## config.mk

```make
export PLATFORM = sky130hd
export DESIGN_NAME = fpu_operand_sequencer_flat
export DESIGN_NICKNAME = d
export VERILOG_FILES = /design/src/rtl/fpu_pkg.sv /design/src/rtl/fpu_operand_sequencer_if.sv /design/src/rtl/fpu_seq_fifo.sv /design/src/rtl/fpu_operand_sequencer.sv /design/src/flat_wrapper.sv
export SDC_FILE = /design/constraint.sdc
export NUM_CORES = 1
export LEC_CHECK = 0
export ABC_AREA = 1
export BUFFER_PORTS_ARGS = -buffer_cell sky130_fd_sc_hd__buf_2
export CORE_ASPECT_RATIO = 1.75
export CORE_MARGIN = 2
export CORE_UTILIZATION = 35
export DETAILED_ROUTE_END_ITERATION = 8
export GPL_ROUTABILITY_DRIVEN = 0
export GPL_TIMING_DRIVEN = 0
export PLACE_DENSITY = 0.52
export SLEW_MARGIN = 20
export SYNTH_ARGS = -nofsm -noshare
export SYNTH_HDL_FRONTEND = slang
export SYNTH_SLANG_ARGS = --single-unit
```

## constraint.sdc

```tcl
create_clock -name clock100KHz -period 12 [get_ports clock100KHz]
set_input_delay 0.6 -clock clock100KHz [delete_from_list [all_inputs] [get_ports clock100KHz]]
set_output_delay 0.6 -clock clock100KHz [all_outputs]
set_load 0.02 [all_outputs]
```

## src/rtl/fpu_pkg.sv

```systemverilog
`timescale 1ns/1ps
// -----------------------------------------------------------------------------
// fpu_pkg
// Constants and types shared by the floating-point adder and its operand
// sequencer.
// Number format: sign[31], exponent[30:25] (bias 31), mantissa[24:0] with an
// implicit leading 1.
// No ports; import with `import fpu_pkg::*;`.
// -----------------------------------------------------------------------------
package fpu_pkg;

    // Number of clock cycles the adder spends on one operation
    // (MOD_EXPO .. PARA_STATUS).
    localparam int FPU_PERIOD = 5;
    localparam int PH_W       = $clog2(FPU_PERIOD);

    localparam int EXP_W  = 6;
    localparam int MANT_W = 25;
    localparam int BIAS   = 31;

    localparam int WORD_W = 1 + EXP_W + MANT_W;
    localparam int STAT_W = 4;
    localparam int TAG_W  = 4;

    // One-hot result status reported by the adder.
    typedef enum logic [STAT_W-1:0] {
        ST_EXACT     = 4'b0001,
        ST_INEXACT   = 4'b0010,
        ST_OVERFLOW  = 4'b0100,
        ST_UNDERFLOW = 4'b1000
    } fpu_status_e;

    // Advance an adder-phase counter, wrapping after the last phase.
    function automatic logic [PH_W-1:0] phase_next(input logic [PH_W-1:0] p);
        return (p == PH_W'(FPU_PERIOD - 1)) ? '0 : p + PH_W'(1);
    endfunction

endpackage

```

## src/rtl/fpu_operand_sequencer_if.sv

```systemverilog
`timescale 1ns/1ps
// -----------------------------------------------------------------------------
// fpu_operand_sequencer_if
// Bundles the operand stream, the adder-facing signals and the result strobe
// of fpu_operand_sequencer.
//   slave  : the sequencer itself
//   master : the environment (operand source, adder, result sink)
// Signals:
//   in_valid/in_ready/in_a/in_b  operand-pair stream into the sequencer
//   op_A_out/op_B_out            operands presented to the adder
//   fpu_data_in/fpu_status_in    adder result and status
//   res_valid/res_data/res_status captured result strobe
// Optional feature macro: FPU_SEQ_TAG_EN adds in_tag and res_tag.
// -----------------------------------------------------------------------------
interface fpu_operand_sequencer_if;
    import fpu_pkg::*;

    logic              in_valid;
    logic              in_ready;
    logic [WORD_W-1:0] in_a;
    logic [WORD_W-1:0] in_b;
    logic [WORD_W-1:0] op_A_out;
    logic [WORD_W-1:0] op_B_out;
    logic [WORD_W-1:0] fpu_data_in;
    logic [STAT_W-1:0] fpu_status_in;
    logic              res_valid;
    logic [WORD_W-1:0] res_data;
    logic [STAT_W-1:0] res_status;
`ifdef FPU_SEQ_TAG_EN
    logic [TAG_W-1:0]  in_tag;
    logic [TAG_W-1:0]  res_tag;

    modport slave (
        input  in_valid, in_a, in_b, in_tag, fpu_data_in, fpu_status_in,
        output in_ready, op_A_out, op_B_out, res_valid, res_data, res_status, res_tag
    );

    modport master (
        output in_valid, in_a, in_b, in_tag, fpu_data_in, fpu_status_in,
        input  in_ready, op_A_out, op_B_out, res_valid, res_data, res_status, res_tag
    );
`else
    modport slave (
        input  in_valid, in_a, in_b, fpu_data_in, fpu_status_in,
        output in_ready, op_A_out, op_B_out, res_valid, res_data, res_status
    );

    modport master (
        output in_valid, in_a, in_b, fpu_data_in, fpu_status_in,
        input  in_ready, op_A_out, op_B_out, res_valid, res_data, res_status
    );
`endif

endinterface

```

## src/rtl/fpu_seq_fifo.sv

```systemverilog
`timescale 1ns/1ps
// -----------------------------------------------------------------------------
// fpu_seq_fifo
// Synchronous first-word-fall-through FIFO holding operand entries for the
// sequencer. The head entry is always visible on rdata while not empty.
// Ports:
//   clk, rst      clock and synchronous active-high reset
//   push, wdata   write an entry (ignored while full)
//   pop           drop the head entry (ignored while empty)
//   rdata         current head entry
//   full, empty   occupancy flags
//   count         number of stored entries
// DEPTH must be a power of two so the pointers wrap naturally.
// -----------------------------------------------------------------------------
module fpu_seq_fifo #(
    parameter int WIDTH = 64,
    parameter int DEPTH = 4
) (
    input  logic                         clk,
    input  logic                         rst,
    input  logic                         push,
    input  logic [WIDTH-1:0]             wdata,
    input  logic                         pop,
    output logic [WIDTH-1:0]             rdata,
    output logic                         full,
    output logic                         empty,
    output logic [$clog2(DEPTH+1)-1:0]   count
);

    localparam int PTR_W = $clog2(DEPTH);
    localparam int CNT_W = $clog2(DEPTH + 1);

    logic [WIDTH-1:0] mem_q [DEPTH];
    logic [WIDTH-1:0] mem_d [DEPTH];
    logic [PTR_W-1:0] wr_ptr_q, wr_ptr_d;
    logic [PTR_W-1:0] rd_ptr_q, rd_ptr_d;
    logic [CNT_W-1:0] count_q, count_d;
    logic             do_push;
    logic             do_pop;

    assign full    = (count_q == CNT_W'(DEPTH));
    assign empty   = (count_q == '0);
    assign count   = count_q;
    assign rdata   = mem_q[rd_ptr_q];
    assign do_push = push && !full;
    assign do_pop  = pop && !empty;

    always_comb begin
        mem_d    = mem_q;
        wr_ptr_d = wr_ptr_q;
        rd_ptr_d = rd_ptr_q;
        count_d  = count_q;
        if (do_push) begin
            mem_d[wr_ptr_q] = wdata;
            wr_ptr_d        = wr_ptr_q + PTR_W'(1);
        end
        if (do_pop) begin
            rd_ptr_d = rd_ptr_q + PTR_W'(1);
        end
        // Simultaneous push and pop leaves the occupancy unchanged.
        case ({do_push, do_pop})
            2'b10:   count_d = count_q + CNT_W'(1);
            2'b01:   count_d = count_q - CNT_W'(1);
            default: count_d = count_q;
        endcase
    end

    // Storage carries no reset; only the pointers and count define validity.
    always_ff @(posedge clk) begin
        mem_q <= mem_d;
    end

    always_ff @(posedge clk) begin
        if (rst) begin
            wr_ptr_q <= '0;
            rd_ptr_q <= '0;
            count_q  <= '0;
        end else begin
            wr_ptr_q <= wr_ptr_d;
            rd_ptr_q <= rd_ptr_d;
            count_q  <= count_d;
        end
    end

endmodule

```

## src/rtl/fpu_operand_sequencer.sv

```systemverilog
`timescale 1ns/1ps
// -----------------------------------------------------------------------------
// fpu_operand_sequencer
// Feeds operand pairs to the 5-state floating-point adder. Pairs arrive on a
// valid/ready stream, wait in a small FIFO, and are presented on
// op_A_out/op_B_out for one full adder period starting at MOD_EXPO. One period
// later the adder's result is captured and emitted as a single-cycle
// res_valid strobe, in issue order.
// Ports:
//   clock100KHz  single clock
//   reset        synchronous active-high reset; the adder receives ~reset so
//                both leave reset on the same edge
//   bus          fpu_operand_sequencer_if.slave (stream, adder and result
//                signals; see the interface header)
// Optional feature macro: FPU_SEQ_TAG_EN carries a 4-bit tag from in_tag to
// res_tag alongside each pair.
// -----------------------------------------------------------------------------
module fpu_operand_sequencer #(
    parameter int DEPTH = 4
) (
    input  logic                     clock100KHz,
    input  logic                     reset,
    fpu_operand_sequencer_if.slave   bus
);
    import fpu_pkg::*;

    localparam int CNT_W = $clog2(DEPTH + 1);
`ifdef FPU_SEQ_TAG_EN
    localparam int ENTRY_W = 2 * WORD_W + TAG_W;
`else
    localparam int ENTRY_W = 2 * WORD_W;
`endif

    // phase_q == 0 while the adder sits in MOD_EXPO, FPU_PERIOD-1 in PARA_STATUS.
    logic [PH_W-1:0]   phase_q, phase_d;
    logic [WORD_W-1:0] op_a_q, op_a_d;
    logic [WORD_W-1:0] op_b_q, op_b_d;
    logic              issued_q, issued_d;
    logic              inflight_q, inflight_d;
    logic              res_valid_q, res_valid_d;
    logic [WORD_W-1:0] res_data_q, res_data_d;
    logic [STAT_W-1:0] res_status_q, res_status_d;
`ifdef FPU_SEQ_TAG_EN
    logic [TAG_W-1:0]  issued_tag_q, issued_tag_d;
    logic [TAG_W-1:0]  inflight_tag_q, inflight_tag_d;
    logic [TAG_W-1:0]  res_tag_q, res_tag_d;
`endif

    logic               fifo_push;
    logic               fifo_pop;
    logic               fifo_full;
    logic               fifo_empty;
    logic [CNT_W-1:0]   fifo_count;
    logic [ENTRY_W-1:0] fifo_wdata;
    logic [ENTRY_W-1:0] fifo_rdata;
    logic               at_boundary;
    logic               capture;

    // ---- stage: operand queue -------------------------------------------
`ifdef FPU_SEQ_TAG_EN
    assign fifo_wdata = {bus.in_tag, bus.in_a, bus.in_b};
`else
    assign fifo_wdata = {bus.in_a, bus.in_b};
`endif

    assign bus.in_ready = (fifo_count < CNT_W'(DEPTH));
    assign fifo_push    = bus.in_valid && !fifo_full;

    // The head is popped on the same edge that starts the adder's MOD_EXPO, so
    // an entry written on that edge waits for the following boundary.
    assign at_boundary = (phase_q == PH_W'(FPU_PERIOD - 1));
    assign fifo_pop    = at_boundary && !fifo_empty;

    fpu_seq_fifo #(
        .WIDTH (ENTRY_W),
        .DEPTH (DEPTH)
    ) u_fifo (
        .clk   (clock100KHz),
        .rst   (reset),
        .push  (fifo_push),
        .wdata (fifo_wdata),
        .pop   (fifo_pop),
        .rdata (fifo_rdata),
        .full  (fifo_full),
        .empty (fifo_empty),
        .count (fifo_count)
    );

    // ---- stage: issue and capture ---------------------------------------
    // The adder's data_out for an operation issued at edge E becomes valid at
    // E+FPU_PERIOD; it is sampled on the edge that ends phase 0 of the next
    // period, which is why inflight is issued delayed by one full period.
    assign capture = (phase_q == '0) && inflight_q;

    always_comb begin
        phase_d      = phase_next(phase_q);
        op_a_d       = op_a_q;
        op_b_d       = op_b_q;
        issued_d     = issued_q;
        inflight_d   = inflight_q;
        res_valid_d  = capture;
        res_data_d   = res_data_q;
        res_status_d = res_status_q;
`ifdef FPU_SEQ_TAG_EN
        issued_tag_d   = issued_tag_q;
        inflight_tag_d = inflight_tag_q;
        res_tag_d      = res_tag_q;
`endif

        if (at_boundary) begin
            issued_d   = fifo_pop;
            inflight_d = issued_q;
`ifdef FPU_SEQ_TAG_EN
            inflight_tag_d = issued_tag_q;
`endif
        end

        // With nothing queued the operand registers keep their last value.
        if (fifo_pop) begin
            op_a_d = fifo_rdata[2*WORD_W-1:WORD_W];
            op_b_d = fifo_rdata[WORD_W-1:0];
`ifdef FPU_SEQ_TAG_EN
            issued_tag_d = fifo_rdata[ENTRY_W-1 -: TAG_W];
`endif
        end

        if (capture) begin
            res_data_d   = bus.fpu_data_in;
            res_status_d = bus.fpu_status_in;
`ifdef FPU_SEQ_TAG_EN
            res_tag_d    = inflight_tag_q;
`endif
        end
    end

    // ---- stage: registered outputs --------------------------------------
    always_ff @(posedge clock100KHz) begin
        if (reset) begin
            phase_q      <= '0;
            op_a_q       <= '0;
            op_b_q       <= '0;
            issued_q     <= 1'b0;
            inflight_q   <= 1'b0;
            res_valid_q  <= 1'b0;
            res_data_q   <= '0;
            res_status_q <= '0;
`ifdef FPU_SEQ_TAG_EN
            issued_tag_q   <= '0;
            inflight_tag_q <= '0;
            res_tag_q      <= '0;
`endif
        end else begin
            phase_q      <= phase_d;
            op_a_q       <= op_a_d;
            op_b_q       <= op_b_d;
            issued_q     <= issued_d;
            inflight_q   <= inflight_d;
            res_valid_q  <= res_valid_d;
            res_data_q   <= res_data_d;
            res_status_q <= res_status_d;
`ifdef FPU_SEQ_TAG_EN
            issued_tag_q   <= issued_tag_d;
            inflight_tag_q <= inflight_tag_d;
            res_tag_q      <= res_tag_d;
`endif
        end
    end

    assign bus.op_A_out   = op_a_q;
    assign bus.op_B_out   = op_b_q;
    assign bus.res_valid  = res_valid_q;
    assign bus.res_data   = res_data_q;
    assign bus.res_status = res_status_q;
`ifdef FPU_SEQ_TAG_EN
    assign bus.res_tag    = res_tag_q;
`endif

endmodule

```

## src/flat_wrapper.sv

```systemverilog
// flat-port wrapper written by rule: the top's interface ports become plain ports
module fpu_operand_sequencer_flat import fpu_pkg::*;
#(
    parameter int DEPTH = 4
)
  (clock100KHz, reset, bus_in_valid, bus_in_a, bus_in_b, bus_fpu_data_in, bus_fpu_status_in, bus_in_ready, bus_op_A_out, bus_op_B_out, bus_res_valid, bus_res_data, bus_res_status);
  fpu_operand_sequencer_if bus_i ();
  input  logic clock100KHz;
  input  logic reset;
  input wire logic [$bits(bus_i.in_valid)-1:0] bus_in_valid;
  input wire logic [$bits(bus_i.in_a)-1:0] bus_in_a;
  input wire logic [$bits(bus_i.in_b)-1:0] bus_in_b;
  input wire logic [$bits(bus_i.fpu_data_in)-1:0] bus_fpu_data_in;
  input wire logic [$bits(bus_i.fpu_status_in)-1:0] bus_fpu_status_in;
  output wire logic [$bits(bus_i.in_ready)-1:0] bus_in_ready;
  output wire logic [$bits(bus_i.op_A_out)-1:0] bus_op_A_out;
  output wire logic [$bits(bus_i.op_B_out)-1:0] bus_op_B_out;
  output wire logic [$bits(bus_i.res_valid)-1:0] bus_res_valid;
  output wire logic [$bits(bus_i.res_data)-1:0] bus_res_data;
  output wire logic [$bits(bus_i.res_status)-1:0] bus_res_status;
  assign bus_i.in_valid = bus_in_valid;
  assign bus_i.in_a = bus_in_a;
  assign bus_i.in_b = bus_in_b;
  assign bus_i.fpu_data_in = bus_fpu_data_in;
  assign bus_i.fpu_status_in = bus_fpu_status_in;
  assign bus_in_ready = bus_i.in_ready;
  assign bus_op_A_out = bus_i.op_A_out;
  assign bus_op_B_out = bus_i.op_B_out;
  assign bus_res_valid = bus_i.res_valid;
  assign bus_res_data = bus_i.res_data;
  assign bus_res_status = bus_i.res_status;
  fpu_operand_sequencer #(.DEPTH(DEPTH)) u_core (.clock100KHz(clock100KHz), .reset(reset), .bus(bus_i));
endmodule
```

==> results of run 1 <==
## synth_stat cells, drive strengths merged
master	count
o21ai	40
fa	1
inv	341
edfxtp	256
o22ai	1
buf	60
nor2	214
xnor2	1
dfxtp	113
nand3	132
ha	7
a21oi	6
clkinv	1
nand2	465
clkbuf	14
## stage by stage
stage	worst slack [ps]	util [%]	hold WS, ps	cells
global route	9470	42.6	261	2504
floorplan	8090	-	417	1652
global placement	5180	39.3	430	2422
finish	9630	42.6	279	2505
detailed placement	9390	39.9	432	2434
CTS	9590	42.6	245	2500
## state kept, by name, indices dropped and copies added (netlist names), 2 cells and up
register and flops:
u_core.phase_q 3, u_core.u_fifo.mem_q 256, u_core.u_fifo.wr_ptr_q 2, u_core.bus.res_data 32
u_core.u_fifo.count 3, u_core.u_fifo.rd_ptr_q 2, u_core.bus.op_B_out 32, u_core.bus.op_A_out 32
u_core.bus.res_status 4
## layer usage
layer	part of all wire, %	wire length [µm]	vias up
li1	-	-	5545
met1	38	14300	4904
met2	53	20000	290
met3	5.5	2070	87
met4	3.9	1470	14
met5	0.23	89	-
## report_power, final
part | internal, mW | total, mW | switching (mW)
Sequential | 1.41 | 1.42 | 0.0138
Combinational | 0.0631 | 0.185 | 0.122
Clock | 0.643 | 1.12 | 0.480
Total | 2.12 | 2.73 | 0.616
## kinds of logic after synthesis
group	synth area share [%]
compound gates	1.56
xor+xnor	0.0577
fa+ha+maj	0.708
buf+inv	11.0
flops	65.5
simple gates	21.2
## final cells by class
cell class                 instances  area share (%)
antenna                            5          0.0681
inverter                         342            6.99
sequential                       369            54.2
clock buffer                      45            5.29
tap                              566            3.86
buffer                            74            2.13
multi-input combinational        867            19.6
clock inverter                    21            1.05
timing repair buffer             216            6.85
## final timing paths
path,from,cells past startpoint,end,slack (ps)
hold reg to reg,u_core.phase_q[0],1,u_core.phase_q[0],440
hold / removal,bus_in_b[0],1,u_core.u_fifo.mem_q[192],280
setup reg to reg,u_core.u_fifo.count[1],7,u_core.u_fifo.mem_q[252],9630
setup / recovery,u_core.u_fifo.count[1],7,u_core.u_fifo.mem_q[252],9630
==> results.toml, run 1 <==
[run_status]
status = "completed"

[sta]
post-route-period-util_pct = 19.7
worst_pin_slew_ps = 743
fin_crit_ps = 2370
max_freq_mhz = 423
setup_viol = 0
timing.setup.tns_ps = 0
maxSlewHeadroom_pct = 50.3
finClkSkew_ps = 17.0
report.final.slew_viol_count = 0
finalHoldViolCount = 0
grt_setup_unrepaired = "false"

[floorplanning]
die-width_um = 161
die_h_um = 280
ios = 205
die_area_um2 = 45200
row_count = 101
core_area_um2 = 43100
initial_core_util_pct = 35.3

[setup_path]
endpoint_kind = "flop"
slowest_stage = "nor2_4"
path_cells = "nor2_1, nand2_1, nand2_1, nor2_4, buf_12, buf_12, buf_8"
critPathTopFamily = "simple AND/OR/NAND/NOR gates"
startpoint_type = "flop"
criticalPathCategory = "reg2reg"
crit_buf_inv = 3
cp.required_ps = 12240
arrival_ps = 2600
path_max_fanout = 20
critPathMaxStageDelay_ps = 590

[cts]
cts_buffers = 36
cts_hold_buffers = 0
ctsHtreeMaxLevel = 2
cts_sinks = 369
clockBufferDepth = 3
cts_tree = "yes"
cts_setup_buffers = 0
clock_latency_ps = 530
cts_resized = 0
path_clk_slew_ps = 60
root_buffer = "clkbuf_16"

[route]
totalWireLength_um = 37900
viasPerCell = 4.33
drc = 0
final_antenna_net_count = 0
vias = 10840
dr.pass1.iters = 6
wl_per_cell_um = 15.1
drtIter0Drc = 621

[global_routing]
grt_util_met1_pct = 17.8
use_met3_pct = 3.45
grt_max_degree = 21
overflow = 0
grt_pass1_wl_um = 57800
grtUsageTotal_pct = 16.7
grt_use_met2_pct = 31.4
antenna_found_initial = 12
grt_busiest_layer = "met2"
grt_pass1_vias = 10562

[place]
place_hpwl_um = 26100
postPlaceCellArea_um2 = 17200
io_buffers = 204

[cells_and_area]
drive_gt1_share_pct = 17.6
multi_input_area_um2 = 3600
mostFrequentLayoutCells = "464 x nand2_1, 338 x inv_1, 256 x edfxtp_1, 253 x buf_2, 209 x nor2_1"
fin_nets = 2017
area_growth_pct = 20.9
layout_commonest_cell = "nand2_1"
regArea_um2 = 9950
final_area_um2 = 18400
fill_cells = 4210

[yosys]
syn_area_per_cell_um2 = 9.20
synth-seq-cells = 369
synth_top_area_cell = "edfxtp_1"
ys_warn_count = 0
synth_fp_nets = 1763
ys_types = 21
netlist_area_um2 = 15200
synth-seq-area-share_pct = 65.5
synth_area_leaders = "edfxtp_1 51%, dfxtp_1 15%, nand2_1 11%"
synth.top_cell.area_share_pct = 50.6
postSynthCellCount = 1652

[pwr]
leakage_nw = 8.83
power_mw = 2.73
ir_drop_mv = 0.106
powerDensity_nw_per_um2 = 149

[run]
max_cap_viol_count = 0

[min_path]
hold_path.class = "in2reg"
Note: power is estimated with default switching activity, not from simulation.
==> run 2: changes to the inputs <==
- PLACE_DENSITY: 0.52 -> 0.54
- clock period: 12 -> 1.9 ns (I/O delays scaled with it)
==> run 2 against run 1 <==
Clock-buffer cell count is the same. Cell count rose by 4.8%. Clock power increased to 7.4 times the previous value. Cell area rose by 8.1%. Via count is 5.3% higher. Sequential share of layout area is 4.0 points lower. Critical path type unchanged. Largest cell class unchanged. Largest power group unchanged.
==> results.toml, run 2 (same netlist as run 1, synthesis figures left out) <==
[cts]
ctsHtreeMaxLevel = 2
cts_tree = "yes"
cts_sinks = 369
clock_latency_ps = 550
clockBufferDepth = 3
path_clk_slew_ps = 60
root_buffer = "clkbuf_16"
cts_buffers = 37

[route]
drc = 0
drtIter0Drc = 619
dr.pass1.iters = 6
viasPerCell = 4.35
final_antenna_net_count = 0
wl_per_cell_um = 15.0
vias = 11418
totalWireLength_um = 39300

[sta]
post-route-period-util_pct = 93.8
fin_crit_ps = 1780
maxSlewHeadroom_pct = 58.6
finClkSkew_ps = 27.1
worst_pin_slew_ps = 621
setup_viol = 0
finalHoldViolCount = 0
holdWs_ps = 295
report.final.slew_viol_count = 0
max_freq_mhz = 561

[run]
max_cap_viol_count = 0

[floorplanning]
row_count = 101
die_area_um2 = 45200
die_h_um = 280
ios = 205
core_area_um2 = 43100
die-width_um = 161
initial_core_util_pct = 35.3

[global_routing]
grt_pass1_wl_um = 60900
grtUsageTotal_pct = 17.5
antenna_found_initial = 6
overflow = 0
grt_pass1_vias = 11591
grt_max_degree = 22

[min_path]
hold_path.class = "in2reg"
min-delay-start = "bus_in_a[9]"

[place]
postPlaceCellArea_um2 = 17200
place_hpwl_um = 26600
io_buffers = 204

[cells_and_area]
regArea_um2 = 9960
layout_commonest_cell = "nand2_1"
top_register = "u_core.u_fifo.mem_q"
drive_gt1_share_pct = 18.5
multi_input_area_um2 = 3660
final_area_um2 = 19900
area_growth_pct = 30.7
largest_reg_flops = 256
fill_cells = 4026
fin_nets = 2136
mostFrequentLayoutCells = "461 x nand2_1, 333 x inv_1, 256 x edfxtp_1, 253 x buf_2, 208 x nor2_1"

[run_status]
status = "completed"

[pwr]
powerDensity_nw_per_um2 = 941
ir_drop_mv = 0.565
power_mw = 18.7
leakage_nw = 9.47

[setup_path]
path_max_fanout = 3
cp.required_ps = 2330
reg2reg_from = "u_core.phase_q[0]"
startpoint_type = "flop"
endpoint_kind = "flop"
crit_path_start = "u_core.phase_q[0]"
criticalPathCategory = "reg2reg"
arrival_ps = 2210
==> run 2: path summary, 6_finish.rpt <==
path                            cells after the start  slack (ps)                  endpoint
worst min register to register                      1         420         u_core.phase_q[0]
worst max register to register                     13         120    u_core.u_fifo.count[2]
worst max-delay path                               13         120    u_core.u_fifo.count[2]
worst min-delay path                                2         290  u_core.u_fifo.mem_q[105]
==> run 2: layout make-up <==
type	instances	area share, %
buffer	73	1.92
tap	566	3.57
multi-input combinational	867	18.4
sequential	369	50.1
inverter	342	6.50
clock inverter	23	1.92
timing repair buffer	335	12.4
antenna	4	0.0504
clock buffer	45	5.03
==> run 2: critical path: stages, from the launching register on <==
cell     delay, ps
dfxtp_2        330
inv_2           60
ha_4           150
nand2_4         60
inv_4           90
nand2_8         70
inv_6           80
ha_4           120
inv_2           40
fa_2           360
nand2_1        100
nand3_2         80
nor2_1          90
nor2_1          50
==> run 2: per-layer routing <==
layer | wire length [µm] | up-vias | track usage (%)
li1 | - | 5802 | -
met1 | 14400 | 5230 | 17.9
met2 | 21700 | 300 | 34.6
met3 | 1740 | 82 | 2.65
met4 | 1370 | 4 | 7.21
met5 | 24 | - | 0
==> run 2: through the flow <==
stage               std cells  worst slack (ps)  utilization [%]  setup TNS (ps)
global placement         2422             -1060             39.4         -266970
finish                   2624               119             46.1               0
global route             2624             -11.4             46.1           -11.4
CTS                      2619             -47.6             46.0           -47.6
detailed placement       2434              -471             40.0           -3250
floorplan                1652             -59.7                -          -13870
==> run 2: power breakdown <==
group / switching, mW / internal, mW / leakage [nW] / total (mW)
Clock: 3.13 / 5.14 / 0.674 / 8.27
Sequential: 0.0907 / 8.91 / 3.26 / 9.01
Combinational: 0.838 / 0.575 / 5.53 / 1.41
Total: 4.06 / 14.6 / 9.47 / 18.7
==> run 2: repair_timing <==
item | in CTS | in global routing
pin swaps | 4 | 2
hold buffers | 103 | 0
gates resized for setup | 13 | 8
endpoints found under the hold margin | 297 | 0
setup buffers | 14 | 2
endpoints found under the setup margin | 43 | 2
==> run 3: changes to the inputs <==
- CORE_ASPECT_RATIO: 1.75 -> default
- MAX_ROUTING_LAYER: default -> met4
- PLACE_DENSITY: 0.54 -> 0.52
- clock period: 1.9 -> 1.7 ns (I/O delays scaled with it)
==> run 3 against run 2 <==
The run now ends with negative setup slack left. Non-clock buffer count is 2 higher. Sequential power is 12% higher. Cell count is 1.2% higher.
==> results.toml, run 3 (same netlist as run 1, synthesis figures left out) <==
[run_status]
status = "complete, but fails checks"
violations = "negative setup slack"

[cells_and_area]
layout_commonest_cell = "nand2_1"
fill_cells = 4139
fin_nets = 2144
multi_input_area_um2 = 3690
largest_reg_flops = 256
mostFrequentLayoutCells = "458 x nand2_1, 333 x inv_1, 256 x edfxtp_1, 248 x buf_2, 206 x nor2_1"
top_register = "u_core.u_fifo.mem_q"
regArea_um2 = 9960
drive_gt1_share_pct = 19.1
final_area_um2 = 19900
area_growth_pct = 30.9

[cts]
path_clk_slew_ps = 60
cts_sinks = 369
cts_buffers = 43
clock_latency_ps = 570
cts_tree = "yes"
clockBufferDepth = 3
root_buffer = "clkbuf_16"
ctsHtreeMaxLevel = 2

[sta]
worst_pin_slew_ps = 676
report.final.slew_viol_count = 0
holdWs_ps = 263
fin_crit_ps = 1750
finalHoldViolCount = 0
post-route-period-util_pct = 103
max_freq_mhz = 571
maxSlewHeadroom_pct = 54.9
finClkSkew_ps = 23.8
worst_slack_ps = -51.2
setup_viol = 34
grt_setup_unrepaired = "true"

[setup_path]
crit_buf_inv = 5
slowest_stage = "fa_2"
critPathMaxStageDelay_ps = 370
path_cells = "inv_2, ha_4, nand2_4, inv_6, nand2_8, clkinv_4, ha_4, inv_4, fa_2, inv_2, nand2_2, nand3_2, nand2_1, nand2_1, nor2_1"
path_max_fanout = 3
endpoint_kind = "flop"
r2r_slack_ps = -50
criticalPathCategory = "reg2reg"
cp.required_ps = 2160
startpoint_type = "flop"
r2r_end = "u_core.u_fifo.count[2]"
arrival_ps = 2210
reg2reg_depth = 15
crit_path_start = "u_core.phase_q[0]"
reg2reg_from = "u_core.phase_q[0]"
critPathTopFamily = "adder cells"

[floorplanning]
die_area_um2 = 45100
core_area_um2 = 43000
ios = 205
initial_core_util_pct = 35.3
die_h_um = 212
die-width_um = 212
row_count = 76

[run]
max_cap_viol_count = 0

[pwr]
ir_drop_mv = 0.710
powerDensity_nw_per_um2 = 1020
power_mw = 20.4
leakage_nw = 9.49

[global_routing]
grt_max_degree = 34
grt_pass1_vias = 10991
overflow = 0
grtUsageTotal_pct = 17.9
grt_pass1_wl_um = 59700
antenna_found_initial = 3

[route]
dr.pass1.iters = 7
final_antenna_net_count = 0
vias = 11234
drc = 0
wl_per_cell_um = 14.7
drtIter0Drc = 548
viasPerCell = 4.23
totalWireLength_um = 39200

[place]
place_hpwl_um = 25500
pre_cts_ws_ps = -594
postPlaceCellArea_um2 = 17300
io_buffers = 204

[min_path]
hold_path.class = "in2reg"
min-delay-start = "bus_in_b[0]"
min_delay_path_depth = 2
whs_endpoint = "u_core.u_fifo.mem_q[64]"
==> run 3: cell count changes in the layout (fill, tap and decap cells not counted), sizes merged <==
cell      before  now
buf          291  288
clkinv         9   20
clkbuf        59   78
bufinv        10    0
diode          4    3
clkinvlp       2    1
inv          344  342
==> run 3: worst register-to-register path: cells and delay by family, from the launching register on <==
family | cells | cell delay (ps)
buffers and inverters | 5 | 310
adders and majority gates | 3 | 660
DFF | 1 | 320
and+or+nand+nor | 7 | 390
==> run 3: worst max-delay path by stage <==
stage / endpoint / slack, ps / cells after the start
6_report: u_core.u_fifo.count[2] / -50 / 15
5_1_grt: u_core.u_fifo.count[2] / -140 / 15
4_1_cts: u_core.u_fifo.count[2] / -130 / 16
3_5_place_dp: u_core.u_fifo.count[2] / -590 / 16
3_3_place_gp: u_core.u_fifo.mem_q[138] / -1250 / 4
2_1_floorplan: u_core.u_fifo.mem_q[0] / -260 / 4
==> run 3: layout make-up <==
cell class / instances / area share [%]
diodes: 3 / 0.0377
plain buffers: 73 / 1.99
clock buffers: 59 / 6.17
clock inverters: 21 / 0.591
inverters: 342 / 6.52
multi-input cells: 867 / 18.6
flip-flops and latches: 369 / 50.1
well taps: 585 / 3.68
repair buffers: 337 / 12.4
==> run 3: report_power, final <==
part	internal [mW]	switching [mW]	leakage, nW
logic	0.665	0.957	5.56
registers	9.97	0.101	3.26
clock network	5.06	3.61	0.668
==> run 3: repair_timing <==
action | 4_1_cts | 5_1_grt
hold endpoints to repair | 297 | 0
pin swaps | 4 | 7
gates resized for setup | 19 | 26
hold buffers | 103 | 0
gates cloned | 0 | 0
endpoints found under the setup margin | 209 | 60
buffers inserted | 14 | 6
==> run 3: metrics by stage <==
step / util, % / TNS [ps] / cells
6_report: 46.3 / -746 / 2656
5_1_grt: 46.3 / -3340 / 2656
4_1_cts: 46.1 / -196 / 2649
3_5_place_dp: 40.2 / -31060 / 2453
3_3_place_gp: 39.5 / -315040 / 2441
2_1_floorplan: - / -65350 / 1652
==> run 3: layer usage <==
layer / up-vias / global-route usage, % / part of all wire, %
met2: 240 / 31.0 / 49
li1: 5818 / - / -
met1: 5108 / 20.7 / 43
met3: 68 / 3.97 / 5.3
met4: 0 / 5.76 / 2.6
met5: - / - / 0
